[config.mk]
export PLATFORM = sky130hd
export DESIGN_NAME = digit_timing_gen
export DESIGN_NICKNAME = d
export VERILOG_FILES = /design/src/rtl/digit_timing_gen.sv
export SDC_FILE = /design/constraint.sdc
export NUM_CORES = 1
export LEC_CHECK = 0
export CELL_PAD_IN_SITES_DETAIL_PLACEMENT = 1
export CELL_PAD_IN_SITES_GLOBAL_PLACEMENT = 2
export CORE_MARGIN = 5
export CORE_UTILIZATION = 30
export CTS_CLUSTER_DIAMETER = 40
export DETAILED_ROUTE_END_ITERATION = 8
export GPL_TIMING_DRIVEN = 0
export PLACE_DENSITY_LB_ADDON = 0.1
export REMOVE_ABC_BUFFERS = 1
export SYNTH_ARGS = -nofsm -noshare
export SYNTH_HDL_FRONTEND = slang
export SYNTH_SLANG_ARGS = --single-unit
[constraint.sdc]
create_clock -name clk -period 3 [get_ports clk]
set_clock_uncertainty 0.05 [all_clocks]
set_input_delay 0.6 -clock clk [delete_from_list [all_inputs] [get_ports clk]]
set_output_delay 0.6 -clock clk [all_outputs]
set_load 0.05 [all_outputs]
[src/rtl/digit_timing_gen.sv]
`default_nettype none
// ============================================================================
// Module      : digit_timing_gen
// Description : Digit / minor-cycle timing chain. Counts digits within each
//               minor cycle and minor cycles within each major cycle, decodes
//               the timing strobes, and serialises the active order word onto
//               order_pulse, one bit per digit, LSB first.
// Revision    : 1.0 - initial release
// ============================================================================
module digit_timing_gen #(
    parameter int DIGITS          = 18,
    parameter int MINOR_PER_MAJOR = 4,
    parameter int ORDER_WIDTH     = 17
) (
    input  logic                               clk,
    input  logic                               rst,
    input  logic                               run,
    input  logic [ORDER_WIDTH-1:0]             order_in,
    input  logic                               order_load,
    output logic [$clog2(DIGITS)-1:0]          digit,
    output logic [$clog2(MINOR_PER_MAJOR)-1:0] minor,
    output logic                               running,
    output logic                               d0,
    output logic                               d1,
    output logic                               d17,
    output logic                               ev,
    output logic                               ev_d0,
    output logic                               ev_d1,
    output logic                               zero_d0,
    output logic                               order_pulse,
    output logic                               order_ack
);

    localparam int DW = $clog2(DIGITS);
    localparam int MW = $clog2(MINOR_PER_MAJOR);

    localparam logic [DW-1:0] c_DIGIT_LAST = DW'(DIGITS - 1);
    localparam logic [DW-1:0] c_DIGIT_ONE  = DW'(1);
    localparam logic [MW-1:0] c_MINOR_LAST = MW'(MINOR_PER_MAJOR - 1);
    localparam logic [MW-1:0] c_MINOR_ONE  = MW'(1);

    typedef enum logic [0:0] {
        ST_STOPPED = 1'b0,
        ST_RUNNING = 1'b1
    } state_t;

    state_t                 r_state;
    state_t                 w_state_nxt;
    logic [DW-1:0]          r_digit;
    logic [DW-1:0]          w_digit_nxt;
    logic [MW-1:0]          r_minor;
    logic [MW-1:0]          w_minor_nxt;

    logic [ORDER_WIDTH-1:0] r_pending;
    logic                   r_pending_valid;
    logic [ORDER_WIDTH-1:0] r_order_sr;
    logic                   r_order_ack;

    logic                   w_running;
    logic                   w_boundary;
    logic                   w_transfer;
    logic                   w_order_bit;

    assign w_running  = (r_state == ST_RUNNING);
    // Last digit of a running minor cycle: where stop and order transfer act.
    assign w_boundary = w_running && (r_digit == c_DIGIT_LAST);
    assign w_transfer = w_boundary && r_pending_valid;

    // State, digit and minor-cycle registers.
    always_ff @(posedge clk) begin
        if (rst) begin
            r_state <= ST_STOPPED;
            r_digit <= '0;
            r_minor <= '0;
        end else begin
            r_state <= w_state_nxt;
            r_digit <= w_digit_nxt;
            r_minor <= w_minor_nxt;
        end
    end

    // Next-state logic: counters advance while running; stop only at a boundary.
    always_comb begin
        w_state_nxt = r_state;
        w_digit_nxt = r_digit;
        w_minor_nxt = r_minor;
        case (r_state)
            ST_STOPPED: begin
                w_digit_nxt = '0;
                w_minor_nxt = '0;
                if (run) begin
                    w_state_nxt = ST_RUNNING;
                end
            end
            ST_RUNNING: begin
                if (r_digit == c_DIGIT_LAST) begin
                    w_digit_nxt = '0;
                    if (!run) begin
                        w_state_nxt = ST_STOPPED;
                        w_minor_nxt = '0;
                    end else if (r_minor == c_MINOR_LAST) begin
                        w_minor_nxt = '0;
                    end else begin
                        w_minor_nxt = r_minor + c_MINOR_ONE;
                    end
                end else begin
                    w_digit_nxt = r_digit + c_DIGIT_ONE;
                end
            end
            default: begin
                w_state_nxt = ST_STOPPED;
                w_digit_nxt = '0;
                w_minor_nxt = '0;
            end
        endcase
    end

    // Pending/active order registers; a load on the transfer cycle stays pending.
    always_ff @(posedge clk) begin
        if (rst) begin
            r_pending       <= '0;
            r_pending_valid <= 1'b0;
            r_order_sr      <= '0;
            r_order_ack     <= 1'b0;
        end else begin
            if (order_load) begin
                r_pending       <= order_in;
                r_pending_valid <= 1'b1;
            end else if (w_transfer) begin
                r_pending_valid <= 1'b0;
            end
            if (w_transfer) begin
                r_order_sr <= r_pending;
            end
            r_order_ack <= w_transfer;
        end
    end

    // Select the order bit for the current digit; digits past the word give 0.
    always_comb begin
        w_order_bit = 1'b0;
        for (int i = 0; i < ORDER_WIDTH; i++) begin
            if (r_digit == DW'(i)) begin
                w_order_bit = r_order_sr[i];
            end
        end
    end

    assign digit       = r_digit;
    assign minor       = r_minor;
    assign running     = w_running;
    assign d0          = w_running && (r_digit == '0);
    assign d1          = w_running && (r_digit == c_DIGIT_ONE);
    assign d17         = w_boundary;
    assign ev          = w_running && !r_minor[0];
    assign ev_d0       = ev && d0;
    assign ev_d1       = ev && d1;
    assign zero_d0     = d0 && (r_minor == '0);
    assign order_pulse = w_running && w_order_bit;
    assign order_ack   = r_order_ack;

endmodule
`default_nettype wire

==> impl_metrics.py, run 1 <==
metrics = {
    "power": {
        "finalPower_mw": 1.11,
        "vdd_ir_drop_max_mv": 0.224,
        "power.density_nw_per_um2": 438,
        "p_leak_nw": 0.953,
    },
    "final_layout": {
        "nets": 301,
        "drive_gt1_share_pct": 9.89,
        "fin_util_pct": 39.6,
        "fin_area_um2": 2540,
        "diodes": 0,
        "syn_to_final_growth_pct": 26.9,
        "fin_cells": 350,
    },
    "min_path": {
        "whs_path_depth": 2,
        "worstHoldPathType": "flip-flop to flip-flop",
    },
    "global_route": {
        "grt_pass1_vias": 1683,
        "antenna_found_initial": 0,
        "overflow": 0,
        "grt_pass1_wl_um": 7820,
        "grt_max_degree": 39,
        "grt_busiest_layer": "met2",
        "grt.met3_usage_pct": 3.03,
        "use_met1_pct": 14.7,
        "met2_usage_pct": 18.5,
        "grt_util_all_layers_pct": 11.3,
    },
    "critical_path": {
        "cp-start-kind": "flip-flop",
        "crit_path_max_fanout": 16,
        "cpPeakStageDelay_ns": 0.79,
        "worstSetupEndpoint": "ev_d0",
        "reg2reg_depth": 7,
        "worstPathBufferInverterCount": 1,
        "critPathCaptureType": "output port",
        "crit_required_ns": 2.35,
        "crit_start": "digit[2]",
        "crit_family": "buffers and inverters",
        "r2r-start": "digit[4]",
        "crit_cells": 4,
        "cp_slowest_cell": "clkdlybuf4s50_1",
        "r2r-end": "r_order_sr[16]",
        "crit_arrival_ns": 2.25,
        "crit_chain": "nor3_1 > and3_1 > and2_1 > clkdlybuf4s50_1",
        "crit_type": "flip-flop to output port",
        "reg2reg_slack_ns": 1.03,
    },
    "cts": {
        "clk_path_buf_depth": 2,
        "cts_buffers": 5,
        "cts_sinks": 44,
        "cts-root-buf": "clkbuf_8",
        "cts_tree": "yes",
        "clk_latency_ns": 0.28,
        "htreeDepth": 2,
        "path_clk_slew_ns": 0.08,
        "hold_buffers": 0,
    },
    "floorplanning": {
        "num_rows": 29,
        "die_area_um2": 8410,
        "initial_core_util_pct": 31.2,
        "die_y_um": 91.7,
        "core_um2": 6420,
        "io_pins": 38,
        "die_width_um": 91.7,
    },
    "timing": {
        "finalMaxSlewViolations": 0,
        "fin_crit_ns": 2.90,
        "worst_pin_slew_ns": 1.07,
        "grt_setup_unrepaired": "no",
        "relSlewSlack_pct": 28.7,
        "max_freq_mhz": 345,
        "worst_hold_slack_ns": 0.402,
        "finalCritPeriodShare_pct": 96.7,
        "hold_viol": 0,
        "finalSetupViolCount": 0,
    },
    "detailed_routing": {
        "wl_um": 4650,
        "firstDrtPassIters": 4,
        "vias_per_cell": 4.73,
        "route.vias.total": 1657,
        "drcViolationCount": 0,
        "ant_nets": 0,
        "drtIter0Drc": 67,
        "wire_per_inst_um": 13.3,
    },
    "placement": {
        "gp_congestion": 0.747,
        "place_hpwl_um": 3230,
        "place_area_um2": 2390,
        "port_buffers": 37,
        "place_inst": 340,
    },
    "logic_synthesis": {
        "ys_types": 41,
        "avgSynthCellArea_um2": 8.31,
        "synth.cell_area_um2": 2000,
        "ys_seq_area_share_pct": 44.0,
        "ys_warn_count": 0,
        "synth_cells": 241,
        "synth_seq_cells": 44,
    },
    "run": {
        "max-cap-violations": 0,
    },
    "run_status": {
        "outcome": "finished clean",
    },
}
through the flow:
| step | TNS, ns | setup slack (ns) |
|---|---|---|
| 2_1_floorplan | 0 | 0.0356 |
| 3_3_place_gp | -0.338 | -0.338 |
| 3_5_place_dp | -0.386 | -0.356 |
| 4_1_cts | 0 | 0.00800 |
| 5_1_grt | 0 | 0.00217 |
| 6_report | 0 | 0.0982 |
repair_timing:
item                       4_1_cts  5_1_grt
buffers inserted                 0        3
cloned                           0        0
gates resized for setup         12       10
pin swaps                        0        2
setup endpoints to repair        5        2
final cells by class:
class                           instances  area [um2]
Clock buffer                            6        72.6
Inverter                               14        52.6
Timing Repair Buffer                   40         392
Fill cell                             776        3880
Clock inverter                          1        5.00
Sequential cell                        44         890
Multi-Input combinational cell        168        1030
Tap cell                               77        96.3
cell families after synthesis:
logic type                 count (synthesis)  synth area share (%)
buffers and inverters                     29                  6.37
muxes                                     17                  8.50
adders and majority gates                  7                  4.37
DFF                                       44                  44.0
and+or+nand+nor                           99                  23.4
AOI/OAI and AO/OA                         43                  12.5
xor gates and xnor gates                   2                 0.875
worst min-delay path, delay by kind of cell (launching register included):
| kind | cells | cell delay [ns] |
|---|---|---|
| simple gates | 1 | 0.05 |
| flops | 1 | 0.31 |
| compound gates | 1 | 0.05 |
report_power, final:
| part | total, mW | switching (mW) | internal [mW] |
|---|---|---|---|
| registers | 0.613 | 0.0128 | 0.600 |
| logic | 0.155 | 0.0833 | 0.0714 |
| clock network | 0.346 | 0.188 | 0.159 |
| total | 1.11 | 0.284 | 0.830 |
per-layer routing:
| metal | share of wire, % | up-vias |
|---|---|---|
| li1 | - | 860 |
| met1 | 51 | 763 |
| met2 | 44 | 32 |
| met3 | 5.2 | 2 |
| met4 | 0.62 | 0 |
| met5 | 0 | - |
cells in the mapped netlist:
master / instances / area [um2]
dfxtp_1: 44 / 881
nand2_1: 43 / 161
a21oi_1: 27 / 135
nor2_1: 26 / 97.6
mux2i_1: 17 / 170
inv_1: 12 / 45.0
clkbuf_1: 10 / 37.5
ha_1: 7 / 87.6
o21ai_0: 5 / 25.0
and3_1: 4 / 25.0
nor2b_1: 4 / 25.0
and2_1: 3 / 18.8
buf_2: 3 / 15.0
nand3_1: 3 / 15.0
nor3_1: 3 / 15.0
and2_4: 2 / 17.5
buf_6: 2 / 22.5
inv_2: 2 / 7.51
nand2b_1: 2 / 12.5
a211o_1: 1 / 8.76
a211oi_1: 1 / 7.51
a21o_1: 1 / 7.51
a21oi_2: 1 / 8.76
a221oi_1: 1 / 8.76
a22oi_1: 1 / 7.51
a32oi_1: 1 / 8.76
a41oi_1: 1 / 8.76
and2b_1: 1 / 7.51
nand2_2: 1 / 6.26
nand3b_1: 1 / 7.51
nand4b_1: 1 / 8.76
nor3b_1: 1 / 7.51
nor3b_4: 1 / 18.8
nor4_1: 1 / 6.26
o221ai_1: 1 / 8.76
o22ai_1: 1 / 6.26
o31a_1: 1 / 8.76
or2b_1: 1 / 7.51
or4b_1: 1 / 10.0
xnor2_1: 1 / 8.76
xor2_1: 1 / 8.76
placed cells by master (no fill, tap or decap), types with 2 or more instances in the layout:
cell,n
inv_2,4
clkdlybuf4s50_1,34
o21ai_0,5
dfxtp_1,41
clkbuf_8,5
nor2_1,26
nor2b_1,4
nand2_1,43
and3_1,4
mux2i_1,17
nand3_1,3
dfxtp_4,2
nor3_1,3
a21oi_1,27
ha_1,3
and2_1,3
inv_1,10
and2_4,2
ha_4,3
nand2b_1,2
buf_4,3
registers in the layout (all words and copies together), names as in the netlist:
| register | count |
|---|---|
| r_order_sr | 17 |
| r_pending | 17 |
| digit | 5 |
| minor | 2 |
| order_ack | 1 |
| r_pending_valid | 1 |
| running | 1 |
how the worst min path moves through the flow:
stage / from / end / slack [ns]
after floorplan: r_pending[0] / r_order_sr[0] / 0.38
after global placement: r_pending[11] / r_order_sr[11] / 0.39
after detailed placement: r_pending[13] / r_order_sr[13] / 0.39
after CTS: r_pending[13] / r_order_sr[13] / 0.41
after global routing: r_pending[13] / r_order_sr[13] / 0.42
final: r_pending[13] / r_order_sr[13] / 0.40
Power figures use the tool's default switching activity.
==> run 2: changes to the inputs <==
--- a/config.mk
+++ b/config.mk
@@ -5,10 +5,10 @@
 export SDC_FILE = /design/constraint.sdc
 export NUM_CORES = 1
 export LEC_CHECK = 0
-export CELL_PAD_IN_SITES_DETAIL_PLACEMENT = 1
-export CELL_PAD_IN_SITES_GLOBAL_PLACEMENT = 2
+export CELL_PAD_IN_SITES_DETAIL_PLACEMENT = 0
+export CELL_PAD_IN_SITES_GLOBAL_PLACEMENT = 1
 export CORE_MARGIN = 5
-export CORE_UTILIZATION = 30
+export CORE_UTILIZATION = 34
 export CTS_CLUSTER_DIAMETER = 40
 export DETAILED_ROUTE_END_ITERATION = 8
 export GPL_TIMING_DRIVEN = 0
==> constraint.sdc (replaced) <==
create_clock -name clk -period 2.5 [get_ports clk]
set_clock_uncertainty 0.05 [all_clocks]
set_input_delay 0.5 -clock clk [delete_from_list [all_inputs] [get_ports clk]]
set_output_delay 0.5 -clock clk [all_outputs]
set_load 0.05 [all_outputs]
==> impl_metrics.py, run 2 (synthesis results as in run 1) <==
metrics = {
    "run_status": {
        "outcome": "finished, violations left",
        "violations": "negative setup slack",
    },
    "floorplanning": {
        "io_pins": 38,
        "die_y_um": 86.7,
        "die_area_um2": 7520,
        "num_rows": 28,
        "initial_core_util_pct": 34.4,
        "core_um2": 5820,
        "die_width_um": 86.7,
    },
    "timing": {
        "fin_crit_ns": 2.68,
        "grt_setup_unrepaired": "yes",
        "worst_pin_slew_ns": 1.08,
        "post-route-worst-setup-slack_ns": -0.177,
        "hold_viol": 0,
        "max_freq_mhz": 374,
        "worst_hold_slack_ns": 0.405,
        "finalCritPeriodShare_pct": 107,
        "fin_setup_tns_ns": -0.177,
        "relSlewSlack_pct": 27.9,
        "finalMaxSlewViolations": 0,
        "finalSetupViolCount": 1,
    },
    "critical_path": {
        "critPathCaptureType": "output port",
        "reg2reg_depth": 7,
        "cp-start-kind": "flip-flop",
        "r2r-start": "digit[4]",
        "crit_required_ns": 1.95,
        "crit_type": "flip-flop to output port",
        "crit_path_max_fanout": 9,
        "crit_arrival_ns": 2.13,
        "crit_start": "digit[0]",
    },
    "cts": {
        "hold_buffers": 0,
        "cts-root-buf": "clkbuf_8",
        "htreeDepth": 2,
        "path_clk_slew_ns": 0.08,
        "cts_tree": "yes",
        "cts_buffers": 5,
        "cts_sinks": 44,
        "clk_latency_ns": 0.29,
        "clk_path_buf_depth": 2,
    },
    "final_layout": {
        "nets": 304,
        "final_common_cell": "nand2_1",
        "syn_to_final_growth_pct": 29.3,
        "final_cell_mix": "43 x nand2_1, 41 x dfxtp_1, 29 x clkdlybuf4s50_1",
        "drive_gt1_share_pct": 14.1,
        "diodes": 0,
    },
    "detailed_routing": {
        "firstDrtPassIters": 6,
        "route.vias.total": 1637,
        "wire_per_inst_um": 12.7,
        "wl_um": 4470,
        "ant_nets": 0,
        "drtIter0Drc": 59,
        "drcViolationCount": 0,
        "vias_per_cell": 4.65,
    },
    "global_route": {
        "overflow": 0,
        "grt_pass1_vias": 1602,
        "antenna_found_initial": 0,
        "grt_max_degree": 39,
        "grt_pass1_wl_um": 7570,
        "grt_util_all_layers_pct": 12.7,
    },
    "power": {
        "p_leak_nw": 0.974,
        "power_switching_mw": 0.353,
        "p_seq_share_pct": 53.1,
        "power_frac_comb_pct": 13.5,
        "p_clk_share_pct": 33.4,
        "internal-power_mw": 1.03,
        "power.density_nw_per_um2": 534,
        "p_sw_share_pct": 25.5,
        "vdd_ir_drop_max_mv": 0.395,
    },
    "placement": {
        "port_buffers": 37,
        "dp_slack_ns": -0.737,
        "gp_congestion": 0.788,
        "place_hpwl_um": 3060,
    },
    "min_path": {
        "whs_path_depth": 2,
        "hp-start": "r_pending[5]",
        "worstHoldPathType": "flip-flop to flip-flop",
    },
    "run": {
        "max-cap-violations": 0,
    },
}
## run 2: cell count changes in the layout (fill, tap and decap cells not counted), moves of 2 or more
cell / previous run / this run
clkbuf_2: 0 / 2
clkdlybuf4s50_1: 34 / 29
clkdlybuf4s15_2: 0 / 2
dlygate4sd2_1: 0 / 2
buf_4: 3 / 6
## run 2: repair_timing
action | in CTS | in global routing
gates resized for setup | 34 | 6
endpoints found under the setup margin | 8 | 5
pin swaps | 4 | 1
gates cloned | 0 | 0
setup buffers | 6 | 0
## run 2: layer usage
metal,share of wire [%],global-route usage (%),vias to the layer above
met4,1.7,4.25,0
met2,45,20.2,29
li1,-,-,865
met1,48,16.8,737
met5,0,0,-
met3,4.8,3.33,6
## run 2: path summary, 6_finish.rpt
| path | endpoint | slack [ns] |
|---|---|---|
| setup / recovery | order_pulse | -0.18 |
| hold / removal | r_order_sr[5] | 0.41 |
| hold reg to reg | r_order_sr[5] | 0.41 |
| setup reg to reg | r_order_sr[16] | 0.54 |
## run 2: area by class of cell
class                   instances  area (um2)
repair buffers                 43         402
clock inverters                 1        7.51
clock buffers                   7        86.3
flip-flops and latches         44         892
inverters                      14        52.6
well taps                      75        93.8
fillers                       626        3230
multi-input cells             168        1050
## run 2: metrics by stage
step | cell area (um2) | instances | utilization [%] | total power [mW]
floorplan | 1930 | 226 | - | 0.843
global placement | 2390 | 338 | 41.1 | 0.928
detailed placement | 2390 | 338 | 41.0 | 0.928
CTS | 2580 | 352 | 44.4 | 1.40
global route | 2590 | 352 | 44.5 | 1.46
finish | 2590 | 352 | 44.5 | 1.38
## run 2: power groups by stage
| stage | Clock, mW | Combinational, mW | Sequential, mW |
|---|---|---|---|
| final | 0.462 | 0.187 | 0.733 |
| after floorplan | 0 | 0.0836 | 0.759 |
| after global routing | 0.519 | 0.204 | 0.737 |
| after detailed placement | 0 | 0.176 | 0.752 |
| after CTS | 0.480 | 0.189 | 0.734 |
| after global placement | 0 | 0.177 | 0.752 |
## run 2: worst max-delay path: stages, from the launching register on
cell     delay [ns]
dfxtp_4        0.37
ha_2           0.25
and3_1         0.20
ha_1           0.21
a22oi_2        0.20
o21ai_0        0.11
o31a_1         0.33
buf_6          0.16
